**config.mk**
```make
export PLATFORM = sky130hd
export DESIGN_NAME = pwm_gate_monitor_flat
export DESIGN_NICKNAME = d
export VERILOG_FILES = /design/src/rtl/pwm_mon_pkg.sv /design/src/rtl/pwm_gate_monitor_if.sv /design/src/rtl/pwm_leg_classifier.sv /design/src/rtl/pwm_gate_monitor.sv /design/src/flat_wrapper.sv
export SDC_FILE = /design/constraint.sdc
export NUM_CORES = 1
export LEC_CHECK = 0
export BUFFER_PORTS_ARGS = -buffer_cell sky130_fd_sc_hd__buf_2
export CAP_MARGIN = 20
export CORE_MARGIN = 2
export CORE_UTILIZATION = 60
export CTS_CLUSTER_DIAMETER = 150
export DETAILED_ROUTE_END_ITERATION = 6
export MAX_ROUTING_LAYER = met4
export PLACE_DENSITY = 0.79
export SLEW_MARGIN = 5
export SYNTH_ARGS = -nofsm -noshare
export SYNTH_HDL_FRONTEND = slang
export SYNTH_HIERARCHICAL = 1
export SYNTH_SLANG_ARGS = --single-unit
```
**constraint.sdc**
```tcl
create_clock -name sys_clk -period 3.07 [get_ports sys_clk]
set_input_delay 0.307 -clock sys_clk [delete_from_list [all_inputs] [get_ports sys_clk]]
set_output_delay 0.307 -clock sys_clk [all_outputs]
set_load 0.05 [all_outputs]
```
**src/rtl/pwm_mon_pkg.sv**
```systemverilog
// pwm_mon_pkg: mode codes and leg classes shared
// by the gate-drive read-back monitor.
package pwm_mon_pkg;

  localparam logic [1:0] MODE_OFF        = 2'b00;
  localparam logic [1:0] MODE_BUCK       = 2'b01;
  localparam logic [1:0] MODE_BOOST      = 2'b10;
  localparam logic [1:0] MODE_BUCK_BOOST = 2'b11;

  typedef enum logic [2:0] {
    CLS_OFF,
    CLS_PARK_HI,
    CLS_PARK_LO,
    CLS_SWITCH,
    CLS_ILLEGAL
  } leg_cls_e;

  // seen[i] is set once the pattern {L,H} == i was sampled
  function automatic leg_cls_e leg_class(
    input logic [3:0] seen
  );
    case (seen)
      4'b0001: leg_class = CLS_OFF;
      4'b0010: leg_class = CLS_PARK_HI;
      4'b0100: leg_class = CLS_PARK_LO;
      4'b0110: leg_class = CLS_SWITCH;
      default: leg_class = CLS_ILLEGAL;
    endcase
  endfunction

endpackage

```
**src/rtl/pwm_gate_monitor_if.sv**
```systemverilog
// pwm_gate_monitor_if: gate-drive inputs and per-window
// measurement results of the gate monitor.
interface pwm_gate_monitor_if #(
  parameter int CNT_W = 8
);

  logic             gate_h1;
  logic             gate_l1;
  logic             gate_h2;
  logic             gate_l2;
  logic             fault_clr;
  logic             meas_valid;
  logic [1:0]       mode_out;
  logic             mode_ok;
  logic [CNT_W-1:0] duty_out;
  logic             fault_st;
  logic [1:0]       fault_leg;

  modport master (
    output gate_h1,
    output gate_l1,
    output gate_h2,
    output gate_l2,
    output fault_clr,
    input  meas_valid,
    input  mode_out,
    input  mode_ok,
    input  duty_out,
    input  fault_st,
    input  fault_leg
  );

  modport slave (
    input  gate_h1,
    input  gate_l1,
    input  gate_h2,
    input  gate_l2,
    input  fault_clr,
    output meas_valid,
    output mode_out,
    output mode_ok,
    output duty_out,
    output fault_st,
    output fault_leg
  );

endinterface

```
**src/rtl/pwm_leg_classifier.sv**
```systemverilog
// pwm_leg_classifier: synchronises one H-bridge leg and
// classifies its H/L patterns over one window.
module pwm_leg_classifier
  import pwm_mon_pkg::*;
#(
  parameter int CNT_W       = 8,
  parameter int SYNC_STAGES = 2
) (
  input  logic           sys_clk,
  input  logic           rst,
  input  logic           gate_h,
  input  logic           gate_l,
  input  logic           smp_en,
  input  logic           win_end,
  output leg_cls_e       cls,
  output logic [CNT_W:0] hi_cnt,
  output logic           st_now
);

  logic [SYNC_STAGES-1:0] h_sync;
  logic [SYNC_STAGES-1:0] l_sync;
  logic                   h_s;
  logic                   l_s;
  logic [3:0]             seen;
  logic [3:0]             seen_nx;
  logic [CNT_W:0]         hi_acc;

  assign h_s     = h_sync[SYNC_STAGES-1];
  assign l_s     = l_sync[SYNC_STAGES-1];
  assign st_now  = h_s & l_s;
  assign seen_nx = seen | (4'b0001 << {l_s, h_s});

  // window totals include the sample of the closing cycle
  assign cls    = leg_class(seen_nx);
  assign hi_cnt = hi_acc + {{CNT_W{1'b0}}, h_s};

  always_ff @(posedge sys_clk or posedge rst) begin
    if (rst) begin
      h_sync <= '0;
      l_sync <= '0;
    end else begin
      h_sync[0] <= gate_h;
      l_sync[0] <= gate_l;
      for (int i = 1; i < SYNC_STAGES; i++) begin
        h_sync[i] <= h_sync[i-1];
        l_sync[i] <= l_sync[i-1];
      end
    end
  end

  always_ff @(posedge sys_clk or posedge rst) begin
    if (rst) begin
      seen   <= '0;
      hi_acc <= '0;
    end else if (smp_en) begin
      if (win_end) begin
        seen   <= '0;
        hi_acc <= '0;
      end else begin
        seen   <= seen_nx;
        hi_acc <= hi_cnt;
      end
    end
  end

endmodule

```
**src/rtl/pwm_gate_monitor.sv**
```systemverilog
// pwm_gate_monitor: per-window topology/duty read-back and
// sticky shoot-through flags. PWM_MON_AVG_EN adds 4-window averaging.
module pwm_gate_monitor
  import pwm_mon_pkg::*;
#(
  parameter int CNT_W       = 8,
  parameter int SYNC_STAGES = 2
) (
  input  logic                sys_clk,
  input  logic                rst,
  pwm_gate_monitor_if.slave   bus
);

  localparam int PRE_W = $clog2(SYNC_STAGES + 1);
  localparam logic [PRE_W-1:0] PRE_LAST =
    PRE_W'(SYNC_STAGES - 1);
  localparam logic [CNT_W:0] WIN =
    {1'b1, {CNT_W{1'b0}}};

  logic [PRE_W-1:0] pre_cnt;
  logic             run;
  logic [CNT_W-1:0] wcnt;
  logic             win_end;

  leg_cls_e         cls1;
  leg_cls_e         cls2;
  logic [CNT_W:0]   hi1;
  logic [CNT_W:0]   hi2;
  logic             st1;
  logic             st2;

  logic             off_off;
  logic             is_buck;
  logic             is_boost;
  logic             is_bb;
  logic             dec_ok;
  logic [1:0]       dec_mode;
  logic [CNT_W:0]   dec_duty;
  logic [CNT_W-1:0] raw;
  logic [CNT_W-1:0] duty_new;

  logic             mv_q;
  logic [1:0]       mode_q;
  logic             ok_q;
  logic [CNT_W-1:0] duty_q;
  logic [1:0]       fault_q;
  logic             fault_st_q;
  logic [1:0]       fault_nx;

  // window starts once the synchronisers hold real samples
  assign win_end = run & (&wcnt);

  pwm_leg_classifier #(
    .CNT_W       (CNT_W),
    .SYNC_STAGES (SYNC_STAGES)
  ) u_leg1 (
    .sys_clk (sys_clk),
    .rst     (rst),
    .gate_h  (bus.gate_h1),
    .gate_l  (bus.gate_l1),
    .smp_en  (run),
    .win_end (win_end),
    .cls     (cls1),
    .hi_cnt  (hi1),
    .st_now  (st1)
  );

  pwm_leg_classifier #(
    .CNT_W       (CNT_W),
    .SYNC_STAGES (SYNC_STAGES)
  ) u_leg2 (
    .sys_clk (sys_clk),
    .rst     (rst),
    .gate_h  (bus.gate_h2),
    .gate_l  (bus.gate_l2),
    .smp_en  (run),
    .win_end (win_end),
    .cls     (cls2),
    .hi_cnt  (hi2),
    .st_now  (st2)
  );

  assign off_off  = (cls1 == CLS_OFF) &&
                    (cls2 == CLS_OFF);
  assign is_buck  = (cls1 == CLS_SWITCH ||
                     cls1 == CLS_PARK_LO) &&
                    (cls2 == CLS_PARK_HI);
  assign is_boost = (cls1 == CLS_PARK_HI) &&
                    (cls2 == CLS_SWITCH ||
                     cls2 == CLS_PARK_HI);
  assign is_bb    = (cls1 == CLS_SWITCH) &&
                    (cls2 == CLS_SWITCH);

  always_comb begin
    dec_ok   = 1'b0;
    dec_mode = MODE_OFF;
    dec_duty = '0;
    unique case (1'b1)
      off_off: begin
        dec_ok = 1'b1;
      end
      is_buck: begin
        dec_ok   = 1'b1;
        dec_mode = MODE_BUCK;
        dec_duty = hi1;
      end
      is_boost: begin
        dec_ok   = 1'b1;
        dec_mode = MODE_BOOST;
        dec_duty = WIN - hi2;
      end
      is_bb: begin
        dec_ok   = 1'b1;
        dec_mode = MODE_BUCK_BOOST;
        dec_duty = hi1;
      end
      default: ;
    endcase
  end

  assign raw = dec_duty[CNT_W] ? '1
                               : dec_duty[CNT_W-1:0];

`ifdef PWM_MON_AVG_EN
  logic [2:0][CNT_W-1:0] hist;
  logic [1:0]            hist_n;
  logic [1:0]            hist_mode;
  logic                  keep;
  logic [CNT_W+1:0]      hist_sum;

  // three stored windows plus the closing one
  always_comb begin
    keep     = (hist_n != 2'd0) &&
               (hist_mode == dec_mode);
    hist_sum = {2'b00, raw} +
               {2'b00, hist[0]} +
               {2'b00, hist[1]} +
               {2'b00, hist[2]} +
               (CNT_W+2)'(2);
    duty_new = raw;
    if (keep && hist_n == 2'd3)
      duty_new = hist_sum[CNT_W+1:2];
  end

  always_ff @(posedge sys_clk or posedge rst) begin
    if (rst) begin
      hist      <= '0;
      hist_n    <= '0;
      hist_mode <= MODE_OFF;
    end else if (win_end) begin
      if (!dec_ok) begin
        hist_n <= '0;
      end else begin
        hist      <= {hist[1:0], raw};
        hist_mode <= dec_mode;
        if (!keep)
          hist_n <= 2'd1;
        else if (hist_n != 2'd3)
          hist_n <= hist_n + 2'd1;
      end
    end
  end
`else
  assign duty_new = raw;
`endif

  // a new fault outranks a simultaneous clear
  assign fault_nx = (fault_q & ~{2{bus.fault_clr}}) |
                    {st2, st1};

  always_ff @(posedge sys_clk or posedge rst) begin
    if (rst) begin
      pre_cnt    <= '0;
      run        <= 1'b0;
      wcnt       <= '0;
      mv_q       <= 1'b0;
      mode_q     <= MODE_OFF;
      ok_q       <= 1'b0;
      duty_q     <= '0;
      fault_q    <= '0;
      fault_st_q <= 1'b0;
    end else begin
      if (!run) begin
        pre_cnt <= pre_cnt + 1'b1;
        if (pre_cnt == PRE_LAST)
          run <= 1'b1;
      end else begin
        wcnt <= wcnt + 1'b1;
      end
      mv_q <= win_end;
      if (win_end) begin
        ok_q <= dec_ok;
        if (dec_ok) begin
          mode_q <= dec_mode;
          duty_q <= duty_new;
        end
      end
      fault_q    <= fault_nx;
      fault_st_q <= |fault_nx;
    end
  end

  assign bus.meas_valid = mv_q;
  assign bus.mode_out   = mode_q;
  assign bus.mode_ok    = ok_q;
  assign bus.duty_out   = duty_q;
  assign bus.fault_st   = fault_st_q;
  assign bus.fault_leg  = fault_q;

endmodule
```
**src/flat_wrapper.sv**
```systemverilog
// flat-port wrapper written by rule: the top's interface ports become plain ports
module pwm_gate_monitor_flat import pwm_mon_pkg::*;
#(
  parameter int CNT_W       = 8,
  parameter int SYNC_STAGES = 2
)
  (sys_clk, rst, bus_gate_h1, bus_gate_l1, bus_gate_h2, bus_gate_l2, bus_fault_clr, bus_meas_valid, bus_mode_out, bus_mode_ok, bus_duty_out, bus_fault_st, bus_fault_leg);
  pwm_gate_monitor_if #(.CNT_W(CNT_W)) bus_i ();
  input  logic sys_clk;
  input  logic rst;
  input wire logic [$bits(bus_i.gate_h1)-1:0] bus_gate_h1;
  input wire logic [$bits(bus_i.gate_l1)-1:0] bus_gate_l1;
  input wire logic [$bits(bus_i.gate_h2)-1:0] bus_gate_h2;
  input wire logic [$bits(bus_i.gate_l2)-1:0] bus_gate_l2;
  input wire logic [$bits(bus_i.fault_clr)-1:0] bus_fault_clr;
  output wire logic [$bits(bus_i.meas_valid)-1:0] bus_meas_valid;
  output wire logic [$bits(bus_i.mode_out)-1:0] bus_mode_out;
  output wire logic [$bits(bus_i.mode_ok)-1:0] bus_mode_ok;
  output wire logic [$bits(bus_i.duty_out)-1:0] bus_duty_out;
  output wire logic [$bits(bus_i.fault_st)-1:0] bus_fault_st;
  output wire logic [$bits(bus_i.fault_leg)-1:0] bus_fault_leg;
  assign bus_i.gate_h1 = bus_gate_h1;
  assign bus_i.gate_l1 = bus_gate_l1;
  assign bus_i.gate_h2 = bus_gate_h2;
  assign bus_i.gate_l2 = bus_gate_l2;
  assign bus_i.fault_clr = bus_fault_clr;
  assign bus_meas_valid = bus_i.meas_valid;
  assign bus_mode_out = bus_i.mode_out;
  assign bus_mode_ok = bus_i.mode_ok;
  assign bus_duty_out = bus_i.duty_out;
  assign bus_fault_st = bus_i.fault_st;
  assign bus_fault_leg = bus_i.fault_leg;
  pwm_gate_monitor #(.CNT_W(CNT_W), .SYNC_STAGES(SYNC_STAGES)) u_core (.sys_clk(sys_clk), .rst(rst), .bus(bus_i));
endmodule
```
# Yosys cells after proc, flatten, opt, wreduce, memory -nomap -nowiden
# Cells that the tools add are included.
# classes
n_addsub,5
n_div,0
mux,12
eq_ne,14
multipliers,0
order_cmp,0
n_bitwise,8
n_reduce_logical,13
shifts,2
# op_table
cell,n
one-hot mux 3 bit (4 select lines),2
adder 9 x 1 -> 9 bit,2
two-way mux 9 bit,2
one-hot mux 9 bit (2 select lines),1
equality test 4 x 3 -> 1 bit (second input constant),4
equality test 3 x 2 -> 1 bit (second input constant),3
subtractor 9 bit (first input constant),1
adder 8 x 1 -> 8 bit (second input constant),1
equality test 4 x 1 -> 1 bit (second input constant),2
equality test 4 x 2 -> 1 bit (second input constant),2
two-way mux 4 bit,2
two-way mux 8 bit,1
bitwise OR 4 bit,2
AND reduction 8 bit,1
<< shifter 1 x 2 -> 4 bit (first input constant),2
equality test 3 x 1 -> 1 bit (second input constant),2
logical NOT 3 bit,2
one-hot mux 2 bit (3 select lines),1
logical AND 1 bit,4
OR reduction 2 bit,2
OR reduction 4 bit,1
bitwise AND 1 bit,3
two-way mux 1 bit,3
adder 2 x 1 -> 2 bit (second input constant),1
6 further kinds,7
# word_totals
out_inout_bits,15
input_bits,7
mem_bits_ro,0
mem_bits_rw,0
ff_bits,60
memories,0
wordCells,71
latchBits,0

# Longest topological paths before layout
# logic_depth
ltp_word,10
ltp_mapped,11
ltp_nobuf,10

# By module
# The synthesis kept the hierarchy.
# by_module_without_submodules
module,area_per_inst_um2,seq_area_each_um2,instances,cells_each
pwm_leg_classifier,908.4,425.4,2,94
pwm_gate_monitor,1356.3,650.6,1,121

# Least setup slack after synthesis
# No wires, ideal clock.
# synth_timing
path_type,register -> register
startpoint,reg u_core.u_leg2.h_sync[1]
endpoint,reg u_core.duty_q[2] (netlist: u_core/bus.duty_out[2])
required_ns,2.933
period_less_slack_ns,2.529
path_buffers,1
stages_incl_launch_ff,11
slack_ns,0.541
t_arrival_ns,2.392
setup_ns,0.137
cell_sequence,dfrtp_1 -> ha_1 -> ha_1 -> clkbuf_2 -> nand3_1 -> xnor2_1 -> nor4_1 -> and2_1 -> a221o_2 -> a221oi_2 -> o21ai_1
# synth_between
word_cells_on_any_way,23
cone_classes,add/sub: 2; eq/ne: 6; shift: 1; mux: 4; bitwise: 1; reduce/logical: 9
# synth_rtl
element,line,text
from (decl),pwm_leg_classifier.sv:20,logic [SYNC_STAGES-1:0] h_sync;
"from (signal, indexed assignment)",pwm_leg_classifier.sv:45,h_sync[i] <= h_sync[i-1];
adder 9 x 1 -> 9 bit,pwm_leg_classifier.sv:35,"assign hi_cnt = hi_acc + {{CNT_W{1'b0}}, h_s};"
via u_core.hi2[4],pwm_gate_monitor.sv:28,logic [CNT_W:0] hi2;
subtractor 9 bit,pwm_gate_monitor.sv:110,dec_duty = WIN - hi2;
one-hot mux 9 bit (2 select lines),pwm_gate_monitor.sv:98,unique case (1'b1)
two-way mux 8 bit,pwm_gate_monitor.sv:121,assign raw = dec_duty[CNT_W] ? '1
to (signal assigned),pwm_gate_monitor.sv:195,duty_q <= duty_new;
to (decl),pwm_gate_monitor.sv:45,logic [CNT_W-1:0] duty_q;
# The timed path passes the listed nets, and every way through them passes these cells.
# A chain may end at the register's enable or synchronous reset.

# Worst setup path after layout
# layout_timing
startpoint,reg u_core.u_leg2.h_sync[1]
endpoint,reg u_core.duty_q[0] (netlist: u_core/bus.duty_out[0])
# Same word-level chain as after synthesis.

==> flow_summary_export.csv <==
group,metric,value,unit
placed_design,io_buffers,21,
floorplanning,floorplan.initialDensity,62.13,%
power,power_density,599.4,nW/um^2
sta,final-setup-viol-count,0,
critical_path,path_max_fanout,8,
critical_path,crit_arrival,3.00,ns
detailed_routing,drc,0,
power,ir_drop,0.4487,mV
detailed_routing,drtIter0Drc,156,
sta,post-route-period-util,91.65,%
floorplanning,die_area,5886,sq um
detailed_routing,via_per_inst,5.803,
cts,cts_tree,"done",
cts,root_buffer,"clkbuf_8",
detailed_routing,post_drt_wl_per_cell,15.17,microns
global_routing,first_global_vias,2408,
sta,timing.hold.ws,0.07557,ns
logic_synthesis,synth_ff_type,"dfrtp_1",
finish,layout.nets,352,
logic_synthesis,synth-seq-cells,60,
cts,path_clk_slew,0.07,ns
detailed_routing,wl,6.251,mm
detailed_routing,via_count,2391,
cts,cts_sinks,60,
critical_path,r2r-start,"u_core/u_leg2/h_sync[1]",
logic_synthesis,synth.net_count,323,
sta,finClkSkew,0.008263,ns
placed_design,gp_congestion,0.8851,
sta,slew-limit-headroom,53.78,%
power,p_leak,1.541,nW
floorplanning,die_x,76.72,microns
finish,layout_common_cells,"dfrtp_1, nand2_1, a21oi_1",
floorplanning,num_rows,26,
cts,htree_levels,3,
finish,fillerInstances,413,
finish,final_core_util,69.28,%
critical_path,critPathKind,"reg2reg",
sta,final_max_slew_viol_count,0,
logic_synthesis,syn_avg_cell_area,10.27,sq um
job,cap_violations,0,
global_routing,grt_max_degree,34,
critical_path,start_kind,"flip-flop",
critical_path,critPathCaptureType,"flip-flop",
logic_synthesis,yosys_warnings,6,
floorplanning,pin_count,22,
logic_synthesis,synth_cell_types,51,
sta,fmax,0.3554,GHz
critical_path,r2r_end,"u_core/bus.duty_out[0]",
logic_synthesis,syn_inst,309,
global_routing,grt_use_total,25.07,%
critical_path,cp.required,3.26,ns
logic_synthesis,synth_edf_count,0,
finish,synthToLayoutAreaGrowth,11.51,%
worst_hold_path,worstHoldStart,"bus_gate_h1",
floorplanning,die_h,76.72,microns
worst_hold_path,min_path_type,"in2reg",
global_routing,grt_first_pass_wirelength,11.30,mm
global_routing,gr-total-overflow,0,
finish,drive_gt1_share,19.01,%
logic_synthesis,netlist_area,3173,sq um
finish,layout_commonest_cell,"dfrtp_1",
sta,finalHoldViolCount,0,
finish,antennaDiodeCount,0,
worst_hold_path,hold_depth,1,
sta,rsz0062_at_grt,"false",
worst_hold_path,hold-path-endpoint,"u_core/u_leg1/h_sync[0]",
cts,clockBufferDepth,2,
cts,numCtsBuffers,9,
logic_synthesis,seq_area_frac_synth,47.32,%
outcome,status,"finished, final reports clean",
global_routing,antenna_found_initial,0,
logic_synthesis,async_reset_ff_share,100.0,%
critical_path,ff2ff_path_depth,10,
floorplanning,design.core.area,5107,sq um
placed_design,dp_hpwl,4.428,mm
cts,clock_latency,0.33,ns
sta,tightest_slew,0.6926,ns
sta,finalSetupTns,0,ns
critical_path,r2r_slack,0.26,ns
detailed_routing,drt_pass1_iterations,4,
detailed_routing,antenna_left,0,
sta,fin_crit,2.814,ns
[cells in the mapped netlist (3+ instances only)]
cell	n	area [sq um]
a21o_1	4	30.03
a21oi_1	22	110.1
a221oi_2	7	105.1
a22o_1	4	35.03
a31oi_1	4	25.02
and2_1	4	25.02
buf_2	4	20.02
clkbuf_1	4	15.01
dfrtp_1	60	1501
ha_1	7	87.58
inv_1	20	75.07
mux2_1	3	33.78
nand2_1	31	116.4
nand3_1	9	45.04
nand4_2	3	37.54
nor2_1	16	60.06
nor2b_1	6	37.54
nor3_1	5	25.02
o21ai_0	10	50.05
o21ai_1	10	50.05
o311ai_1	4	35.03
o31ai_1	5	37.54
or4_1	8	60.06
xnor2_1	19	166.4
xor2_1	6	52.55
[stage by stage]
step                instance area, sq um  power, mW  setup slack, ns  std cells
floorplan                           3173      1.452           0.5412        309
global placement                    3351      1.533           0.4680        395
detailed placement                  3351      1.547           0.3236        395
CTS                                 3501      2.122           0.2830        410
global route                        3538      2.246          0.01466        412
finish                              3538      2.121           0.2565        412
[cell families (layout without fill, tap and decap cells)]
logic type,after synthesis,in the layout,synth area share (%)
compound gates,81,81,18.18
flops,60,60,47.32
simple gates,99,99,18.73
buf+inv,33,66,4.732
xor+xnor,25,25,6.901
fa+ha+maj,7,7,2.760
mux,4,4,1.380
[state kept, by name, summed over array words and instances (netlist names), 2 cells and up]
signal                count
u_core/bus.duty_out       8
u_core/bus.fault_leg      2
u_core/bus.mode_out       2
u_core/pre_cnt            2
u_core/u_leg1/h_sync      2
u_core/u_leg1/hi_acc      9
u_core/u_leg1/l_sync      2
u_core/u_leg1/seen        4
u_core/u_leg2/h_sync      2
u_core/u_leg2/hi_acc      9
u_core/u_leg2/l_sync      2
u_core/u_leg2/seen        4
u_core/wcnt               8
[worst max-delay path, stage by stage (launching register included)]
cell	delay, ns
dfrtp_1	0.40
ha_1	0.27
ha_1	0.33
nand2_1	0.10
nor2_1	0.18
xnor2_1	0.16
nor4_1	0.34
a2111oi_0	0.16
a221o_2	0.43
a221oi_2	0.21
o21ai_1	0.09
[layer usage]
metal	GRT usage (%)	share of wire (%)	wire length (microns)	vias to the layer above
li1	-	-	-	1171
met1	32.81	46	2878	1153
met2	37.63	48	3017	54
met3	5.529	3.5	216	13
met4	11.45	2.2	138	0
met5	-	0	0	-
[worst max path at each step]
| stage | start | endpoint | slack [ns] | cells past startpoint |
|---|---|---|---|---|
| after floorplan | u_core/u_leg2/h_sync[1] | u_core/bus.duty_out[2] | 0.54 | 10 |
| after global placement | u_core/u_leg2/h_sync[1] | u_core/bus.duty_out[6] | 0.47 | 10 |
| after detailed placement | u_core/u_leg2/h_sync[1] | u_core/bus.duty_out[0] | 0.32 | 10 |
| after CTS | u_core/u_leg2/h_sync[1] | u_core/bus.duty_out[0] | 0.28 | 10 |
| after global routing | u_core/u_leg2/h_sync[1] | u_core/bus.duty_out[4] | 0.01 | 10 |
| final | u_core/u_leg2/h_sync[1] | u_core/bus.duty_out[0] | 0.26 | 10 |
[timing repair]
item,CTS,global route
buffers inserted,0,0
resized for setup,0,0
hold buffers,0,1
endpoints found under the hold margin,0,7
[power breakdown]
group          internal (mW)  switching, mW
clock                  0.285          0.287
sequential             0.872          0.135
combinational          0.232          0.311
total                   1.39          0.733
[cell type report]
class	count	area, sq um	area share, %
Inverter	20	75.07	2.122
Sequential cell	60	1501	42.43
Timing Repair Buffer	31	202.7	5.728
Multi-Input combinational cell	216	1521	43.00
Tap cell	70	87.58	2.475
Clock buffer	12	135.1	3.819
Clock inverter	3	15.01	0.4243
(Power assumes the default switching activity.)
